### src/rtl/cacheline_arbiter.sv
// Arbitrates the single pmem port between icache and dcache, one cacheline
// per grant, with grant and contention counters for performance analysis.
module cacheline_arbiter #(
   parameter int LINE_WIDTH    = 256,
   parameter int ADDR_WIDTH    = 32,
   parameter int DATA_PRIORITY = 0
) (
   input  logic                  clk,
   input  logic                  rst,
   input  logic                  i_pmem_read,
   input  logic [ADDR_WIDTH-1:0] i_pmem_address,
   output logic [LINE_WIDTH-1:0] i_pmem_rdata,
   output logic                  i_pmem_resp,
   input  logic                  d_pmem_read,
   input  logic                  d_pmem_write,
   input  logic [ADDR_WIDTH-1:0] d_pmem_address,
   input  logic [LINE_WIDTH-1:0] d_pmem_wdata,
   output logic [LINE_WIDTH-1:0] d_pmem_rdata,
   output logic                  d_pmem_resp,
   output logic                  pmem_read,
   output logic                  pmem_write,
   output logic [ADDR_WIDTH-1:0] pmem_address,
   output logic [LINE_WIDTH-1:0] pmem_wdata,
   input  logic [LINE_WIDTH-1:0] pmem_rdata,
   input  logic                  pmem_resp,
   output logic [31:0]           i_grant_count,
   output logic [31:0]           d_grant_count,
   output logic [31:0]           contention_count
);

   typedef enum logic [1:0] {
      IDLE,
      SERVE_I,
      SERVE_D_READ,
      SERVE_D_WRITE
   } state_t;

   state_t                state, state_n;
   logic                  last_d, last_d_n;
   logic [ADDR_WIDTH-1:0] addr_q, addr_n;
   logic [LINE_WIDTH-1:0] wdata_q, wdata_n;
   logic                  d_req;
   logic                  pick_d;
   logic                  serve_d;

   assign d_req        = d_pmem_read | d_pmem_write;
   assign serve_d      = (state == SERVE_D_READ) || (state == SERVE_D_WRITE);
   assign i_pmem_rdata = pmem_rdata;
   assign d_pmem_rdata = pmem_rdata;
   assign pmem_address = addr_q;
   assign pmem_wdata   = wdata_q;

   // On a tie, round-robin hands the grant to whoever did not have it last
   always_comb begin
      pick_d = 1'b0;
      if (d_req && !i_pmem_read)
         pick_d = 1'b1;
      else if (d_req && i_pmem_read)
         pick_d = (DATA_PRIORITY != 0) ? 1'b1 : !last_d;
   end

   always_comb begin
      state_n     = state;
      last_d_n    = last_d;
      addr_n      = addr_q;
      wdata_n     = wdata_q;
      pmem_read   = 1'b0;
      pmem_write  = 1'b0;
      i_pmem_resp = 1'b0;
      d_pmem_resp = 1'b0;
      unique case (state)
         IDLE: begin
            if (i_pmem_read || d_req) begin
               last_d_n = pick_d;
               wdata_n  = '0;
               if (pick_d) begin
                  addr_n = d_pmem_address;
                  if (d_pmem_write) begin
                     state_n = SERVE_D_WRITE;
                     wdata_n = d_pmem_wdata;
                  end else begin
                     state_n = SERVE_D_READ;
                  end
               end else begin
                  state_n = SERVE_I;
                  addr_n  = i_pmem_address;
               end
            end
         end
         SERVE_I: begin
            pmem_read   = 1'b1;
            i_pmem_resp = pmem_resp;
         end
         SERVE_D_READ: begin
            pmem_read   = 1'b1;
            d_pmem_resp = pmem_resp;
         end
         SERVE_D_WRITE: begin
            pmem_write  = 1'b1;
            d_pmem_resp = pmem_resp;
         end
         default: state_n = IDLE;
      endcase
      // Clearing the latches keeps the pmem bus at zero while idle
      if (state != IDLE && pmem_resp) begin
         state_n = IDLE;
         addr_n  = '0;
         wdata_n = '0;
      end
   end

   always_ff @(posedge clk) begin
      if (rst) begin
         state            <= IDLE;
         last_d           <= 1'b0;
         addr_q           <= '0;
         wdata_q          <= '0;
         i_grant_count    <= '0;
         d_grant_count    <= '0;
         contention_count <= '0;
      end else begin
         state   <= state_n;
         last_d  <= last_d_n;
         addr_q  <= addr_n;
         wdata_q <= wdata_n;
         if (state == SERVE_I && pmem_resp)
            i_grant_count <= i_grant_count + 32'd1;
         if (serve_d && pmem_resp)
            d_grant_count <= d_grant_count + 32'd1;
         if ((state == SERVE_I && d_req) || (serve_d && i_pmem_read))
            contention_count <= contention_count + 32'd1;
      end
   end

endmodule

### config.mk
export PLATFORM = sky130hd
export DESIGN_NAME = cacheline_arbiter
export DESIGN_NICKNAME = d
export VERILOG_FILES = /design/src/rtl/cacheline_arbiter.sv
export SDC_FILE = /design/constraint.sdc
export NUM_CORES = 1
export LEC_CHECK = 0
export CAP_MARGIN = 20
export CORE_AREA = 3 3 584 586
export DETAILED_ROUTE_END_ITERATION = 8
export DIE_AREA = 0 0 587 589
export GPL_ROUTABILITY_DRIVEN = 0
export PLACE_DENSITY_LB_ADDON = 0.25
export RECOVER_POWER = 100
export SLEW_MARGIN = 10
export SYNTH_ARGS = -nofsm -noshare
export SYNTH_HDL_FRONTEND = slang
export SYNTH_SLANG_ARGS = --single-unit
### constraint.sdc
create_clock -name clk -period 4.8 [get_ports clk]
set_input_delay 0.72 -clock clk [delete_from_list [all_inputs] [get_ports clk]]
set_output_delay 0.72 -clock clk [all_outputs]
set_load 0.05 [all_outputs]
==> results of run 1 <==
==> layer usage <==
layer	up-vias	GRT usage (%)	routed length (um)
met1	7239	8.44	53200
met2	1419	15.2	77000
met5	-	1.20	674
met3	286	9.69	37500
met4	22	3.22	6580
li1	6905	-	-
==> sequential cells by signal, indices dropped and copies added (netlist names) <==
signal,count
pmem_address,32
contention_count,32
i_grant_count,32
last_d,1
state,2
pmem_wdata,256
d_grant_count,32
==> metrics by stage <==
stage               hold slack, ns  setup WS [ns]
floorplan                    0.462           2.25
global placement             0.475           1.32
detailed placement           0.477           1.31
CTS                          0.203           1.11
global route                 0.251          0.885
finish                       0.332           1.15
==> how the worst max path moves through the flow <==
stage | endpoint | cells after the start
2_1_floorplan | d_grant_count[29]$_SDFFE_PP0P_ | 6
3_3_place_gp | d_pmem_resp | 3
3_5_place_dp | d_pmem_resp | 3
4_1_cts | d_pmem_resp | 4
5_1_grt | i_pmem_resp | 4
6_report | pmem_wdata[49]$_SDFFE_PP0P_ | 6
==> layout make-up <==
| type | instances | area share [%] |
|---|---|---|
| clock inverters | 24 | 1.02 |
| multi-input cells | 1032 | 21.3 |
| inverters | 9 | 0.117 |
| clock buffers | 81 | 5.80 |
| repair buffers | 739 | 25.4 |
| flip-flops and latches | 387 | 26.8 |
| well taps | 4515 | 19.5 |
| diodes | 2 | 0.0173 |
==> cell families after synthesis <==
group / Yosys count
compound gates: 346
xor+xnor: 71
fa+ha+maj: 7
buf+inv: 638
flops: 387
mux: 36
simple gates: 572
==> layout by cell type, fill, tap and decap left out, types with 33 or more instances in the layout <==
master,instances
nand2_1,39
mux2i_1,34
clkdlybuf4s50_1,323
a22oi_1,256
dlygate4sd3_1,373
dfxtp_1,387
clkbuf_1,33
xnor2_1,41
a211oi_1,34
nor2_1,372
clkbuf_16,59
==> worst max-delay path: stages, from the launching register on <==
cell and delay (ns):
dfxtp_1 0.36, inv_1 0.09, ha_1 0.26, inv_1 0.20, a21o_1 1.71, buf_4 0.68
nor2_1 0.11
==> power by group through the flow <==
stage	Sequential, mW	Combinational [mW]	Clock [mW]
5_1_grt	3.76	4.17	4.97
6_report	3.72	3.86	4.59
3_3_place_gp	3.79	4.15	0
2_1_floorplan	4.81	2.17	0
4_1_cts	3.74	4.16	4.90
3_5_place_dp	3.80	4.14	0
==> metrics.md, run 1 <==
| Metric | Value |
|---|---|
| Syn Area/Cell | a little under 9 um^2 |
| Post-synthesis simple-gate area fraction | between 10% and 20% |
| RR Startpoint | state[0]$_SDFFE_PP0P_ |
| P_sw | slightly below 5 mW |
| Pin count of the biggest net entering global routing | 88 |
| Top-area cell type share of the netlist area | a little over two fifths |
| Post-synthesis compound-gate area fraction | around 14% |
| Clk Latency, worst-skew pair | between 0.7 and 0.8 ns |
| Most common cell in the netlist | buf_4 |
| HP Class | input pin to flop |
| Unrepaired setup endpoints after global routing | no |
| Multi-input logic area | about 6200 um^2 |
| Hold Fails Final Rpt | 0 |
| Synth Cell Area | ~18,000 um^2 |
| First-pass GRT wire length | 213,000 um |
| Clock Pin Slew Worst Setup and Hold Paths | ~0.060 ns |
| Non-filler instance count after layout | a little under 7,000 |
| Top cells by count, synth | buf_4, dfxtp_1, nor2_1 |
| Leak Pwr | 9.94 nW |
| Crit. Startpoint | state[0]$_SDFFE_PP0P_ |
| Global route total overflow | 0 |
| Syn Nets | approximately 2,600 |
| Reg area | 7750 um^2 |
| TritonCTS Buffers | slightly below 60 |
| Logic pwr share | around a third |
| Worst-margin pin slew | between 2 and 2.5 ns |
| ANT nets after route | 0 |
| Clk root buf | clkbuf_16 |
| WL final | 175,000 um |
| CTS tree | yes |
| Fin util | between 8 and 9% |
| Proportion of power drawn by the clock network | 37.7% |
| Initial antenna violation count | 54 |
| Die H | 589 um |
| Detailed placer's ending HPWL | 150,000 um |
| Synth Area in Adders | less than 1% |
| DR DRC count | 0 |
| Endpoint, Worst Hold | d_grant_count[20]$_SDFFE_PP0P_ |
| Hold Crit Depth | 2 |
| Sequential Power Share | between 30% and 40% |
| Die area | roughly 350,000 um^2 |
| Cell count after synthesis | between 2,000 and 2,500 |
| Worst vdd ir | about 0.3 mV |
| Length in cells of the worst reg-to-reg path | 6 |
| Vias in the first global route | between 15,000 and 20,000 |
| Setup bufs post-CTS | 0 |
| Final setup viols | 0 |
| Die W | roughly 600 um |
| PortBufs | around 710 |
| GR Util All Layers | 9.73% |
| Fin crit share | approximately three quarters |
| Synth top area cells | dfxtp_1, buf_4, a22oi_1, nor2_1, clkbuf_1 |
| Total number of vias | between 15,000 and 20,000 |
| Final instance area | roughly 29,000 um^2 |
| Fin crit period | roughly 3.7 ns |
| Arrival @ worst endpoint | roughly 4.3 ns |
| Sink Count | roughly 390 |
| Switching Share | 40.9% |
| Post-synth ARST share | 0% |
| Top FF cell, synth | dfxtp_1 |
| Initial Util | approximately 5.4% |
| First-pass detailed-route iteration total | 8 |
| Power density over the cells | around 420 nW/um^2 |
| Cell Area, Placed | around 27,000 um^2 |
| Fillers | slightly below 40,000 |
| Worst Clk Skew | about 0.05 ns |
| Setup slack, reg-to-reg | 1.15 ns |
| Fmax | around 0.27 GHz |
| Slew Viols, Final | 31 |
| Placeable Area | 336,000 um^2 |
| Placed cell count | 6,682 |
| Status | finished, violations left |
| Initial DRC count | 924 |
| Avg WL per Cell | between 20 and 30 um |
| Post-synthesis cell type count | 44 |
| Hold Startpoint | rst |
| Core Rows | 213 |
| Violated checks | capacitance limit, slew limit |
| CP Launch Type | flop |
| CP Capture Type | flop |
| Top cell type by total area after synthesis | dfxtp_1 |
| Required @ worst endpoint | roughly 5.4 ns |
| Max Cap Viol | 1 |
| Largest family of logic cells by synthesized area | buffers and inverters |
| Internal power | ~7.2 mW |
| Post-synth EDFFs | 0 |
| Critical setup path kind | flop to flop |
| Final Net Count | 2,817 |
| Share of cells above drive strength 1 | 5.46% |
| Via-to-Cell Ratio | around 2.3 |
| Worst R2R End | pmem_wdata[49]$_SDFFE_PP0P_ |
| Critical-path maximum fanout | 39 |
| Post_cts resized | 0 |
| Mux cell area share after synthesis | about 2% |
| Cts hold-fix bufs | 0 |
| Design Power | 12.2 mW |
| Area delta synth->final | 58.8% |
| Register area share after synthesis | between 40 and 50% |
| Max-slew headroom | -59.8% |
| Clock buffer depth | 3 |
| TNS Setup | 0 ns |
| # IOs | between 1,000 and 1,500 |
| Yosys warns | 0 |
| CTS H-tree lvls | 2 |
| XOR/XNOR share of the synthesized area | between 3 and 4% |
| Yosys reg bits | roughly 390 |
(Power assumes the default switching activity.)
==> run 2: changes to the inputs <==
- CORE_AREA: 3 3 584 586 -> 3 3 568 570
- DIE_AREA: 0 0 587 589 -> 0 0 571 573
- clock period: 4.8 -> 3.3 ns (I/O delays scaled with it)
==> run 2 against run 1 <==
The run now ends clean; combinational power is 48% higher; register-to-register slack worse by 0.81 ns; flip-flop and latch count stayed put; critical path type unchanged.
==> metrics.md, run 2 (synthesized netlist as in run 1, its figures left out) <==
| Metric | Value |
|---|---|
| GR peak layer | met2 (unchanged) |
| Reg area | 7750 um^2 (unchanged) |
| Initial antenna violation count | 60 (was 54) |
| Hold Startpoint | rst (unchanged) |
| HP Class | input pin to flop (unchanged) |
| Placed cell count | 6,370 (was 6,682) |
| Setup slack, reg-to-reg | 0.34 ns (was 1.15 ns) |
| Required @ worst endpoint | 3.93 ns (was 5.40 ns) |
| Clk Latency, worst-skew pair | 0.73 ns (was 0.75 ns) |
| Leak Pwr | 10.0 nW (was 9.94 nW) |
| Global routing usage on met2 | 14.9% (was 15.2%) |
| Share of cells above drive strength 1 | 6.11% (was 5.46%) |
| ANT nets after route | 0 (unchanged) |
| Final instance area | 28,600 um^2 (was 28,900 um^2) |
| CTS tree | yes (unchanged) |
| Hold Fails Final Rpt | 0 (unchanged) |
| Critical setup path kind | flop to flop (unchanged) |
| Clock buffer depth | 3 (unchanged) |
| Fin crit share | 89.7% (was 76.1%) |
| Critical-path maximum fanout | 6 (was 39) |
| Endpoint, Worst Hold | i_grant_count[30]$_SDFFE_PP0P_ (was d_grant_count[20]$_SDFFE_PP0P_) |
| Avg WL per Cell | 26.4 um (was 25.8 um) |
| Pre-CTS WS | 0.330 ns (was 1.31 ns) |
| WL final | 171,000 um (was 175,000 um) |
| Cts hold-fix bufs | 0 (unchanged) |
| Most common cell after layout, fill and taps aside | dfxtp_1 (unchanged) |
| Non-filler instance count after layout | 6,479 (was 6,789) |
| Fin crit period | 2.96 ns (was 3.65 ns) |
| Vias in the first global route | 16,200 (was 16,400) |
| Most frequent cells in the layout | dfxtp_1, nor2_1, dlygate4sd3_1, clkdlybuf4s50_1, a22oi_1 (was dfxtp_1, dlygate4sd3_1, nor2_1, clkdlybuf4s50_1, a22oi_1) |
| Length in cells of the worst reg-to-reg path | 6 (unchanged) |
| First-pass GRT wire length | 208,000 um (was 213,000 um) |
| CP Capture Type | flop (unchanged) |
| Die W | 571 um (was 587 um) |
| Global route total overflow | 0 (unchanged) |
| RR Startpoint | state[1]$_SDFFE_PP0P_ (was state[0]$_SDFFE_PP0P_) |
| Setup bufs post-CTS | 0 (unchanged) |
| Max-slew headroom | 8.44% (was -59.8%) |
| Grt met3 use | 9.48% (was 9.69%) |
| Worst Clk Skew | 0.0255 ns (was 0.0499 ns) |
| Area delta synth->final | 57.0% (was 58.8%) |
| TNS Setup | 0 ns (unchanged) |
| Slew Viols, Final | 0 (was 31) |
| Placeable Area | 318,000 um^2 (was 336,000 um^2) |
| Via-to-Cell Ratio | 2.46 (was 2.34) |
| Pin count of the biggest net entering global routing | 104 (was 88) |
| Sink Count | 387 (unchanged) |
| PortBufs | 713 (unchanged) |
| Cell Area, Placed | 26,900 um^2 (was 27,100 um^2) |
| GR Util All Layers | 10.1% (was 9.73%) |
| Max FFs per register | 256 (unchanged) |
| DR DRC count | 0 (unchanged) |
| Clk root buf | clkbuf_16 (unchanged) |
| Worst-margin pin slew | 1.38 ns (was 2.40 ns) |
| Multi-input logic area | 6160 um^2 (was 6170 um^2) |
| Status | finished, final reports clean (was finished, violations left) |
| Die H | 573 um (was 589 um) |
| Die area | 327,000 um^2 (was 346,000 um^2) |
| Power density over the cells | 607 nW/um^2 (was 421 nW/um^2) |
| Final setup viols | 0 (unchanged) |
| Final Net Count | 2,837 (was 2,817) |
| M1 GR Usage | 9.65% (was 8.44%) |
| Total number of vias | 15,900 (about the same) |
| Core Rows | 207 (was 213) |
| Post_cts resized | 0 (unchanged) |
| Max Cap Viol | 0 (was 1) |
| # IOs | 1,482 (unchanged) |
| Worst vdd ir | 0.432 mV (was 0.300 mV) |
| CP Launch Type | flop (unchanged) |
| Unrepaired setup endpoints after global routing | no (unchanged) |
| Worst R2R End | contention_count[31]$_SDFFE_PP0P_ (was pmem_wdata[49]$_SDFFE_PP0P_) |
| Fin util | 9.00% (was 8.60%) |
| Arrival @ worst endpoint | 3.59 ns (was 4.25 ns) |
| Setup WS post-layout | 0.339 ns (was 1.15 ns) |
| Clock Pin Slew Worst Setup and Hold Paths | 0.06 ns (about the same) |
| Initial Util | 5.73% (was 5.42%) |
| Fmax | 0.338 GHz (was 0.274 GHz) |
| Fillers | 36,800 (was 39,300) |
| Detailed placer's ending HPWL | 147,000 um (was 150,000 um) |
| Initial DRC count | 704 (was 924) |
| CTS H-tree lvls | 2 (unchanged) |
| First-pass detailed-route iteration total | 4 (was 8) |
| Hold Crit Depth | 3 (was 2) |
| TritonCTS Buffers | 56 (was 59) |
## run 2: cell count changes in the layout (fill, tap and decap cells not counted), sizes merged, moves of 3 or more
cell	previous run	this run
buf	20	38
bufinv	4	1
clkbuf	104	117
clkinvlp	6	2
diode	2	6
dlygate4sd3	373	369
## run 2: through the flow
stage	total power, mW	hold slack [ns]
2_1_floorplan	10.2	0.462
5_1_grt	18.4	0.278
6_report	17.3	0.331
4_1_cts	18.2	0.229
3_5_place_dp	11.6	0.494
3_3_place_gp	11.6	0.487
## run 2: cell type report
| class | instances | share of cell area, % |
|---|---|---|
| multi-input combinational | 1032 | 21.5 |
| tap | 4180 | 18.3 |
| antenna | 6 | 0.0525 |
| inverter | 9 | 0.118 |
| timing repair buffer | 762 | 26.5 |
| clock buffer | 86 | 5.72 |
| clock inverter | 17 | 0.630 |
| sequential | 387 | 27.1 |
## run 2: worst max-delay path by stage
stage,from,end,slack (ns),depth (start not counted)
6_report,state[1]$_SDFFE_PP0P_,contention_count[31]$_SDFFE_PP0P_,0.34,6
5_1_grt,state[0]$_SDFFE_PP0P_,pmem_wdata[179]$_SDFFE_PP0P_,0.11,7
3_5_place_dp,i_pmem_read,contention_count[31]$_SDFFE_PP0P_,0.33,6
2_1_floorplan,state[1]$_SDFFE_PP0P_,d_grant_count[29]$_SDFFE_PP0P_,0.75,6
4_1_cts,state[1]$_SDFFE_PP0P_,d_pmem_resp,0.18,3
3_3_place_gp,i_pmem_read,contention_count[31]$_SDFFE_PP0P_,0.32,6
## run 2: critical path, cell delays in order, from the launching register on
cell,delay (ns)
dfxtp_1,0.37
ha_1,0.70
o21ai_0,0.38
a211oi_1,0.60
nand4_1,0.21
or4_1,0.46
a21oi_1,0.17
## run 2: where the power goes
part	switching (mW)	internal [mW]
Combinational	4.09	1.62
Clock	2.72	3.49
Sequential	0.295	5.14
Total	7.10	10.2
## run 2: metal layers
| layer | wire [um] | vias to the layer above |
|---|---|---|
| li1 | - | 6962 |
| met1 | 56800 | 7336 |
| met2 | 71200 | 1337 |
| met3 | 36100 | 284 |
| met4 | 6350 | 20 |
| met5 | 547 | - |
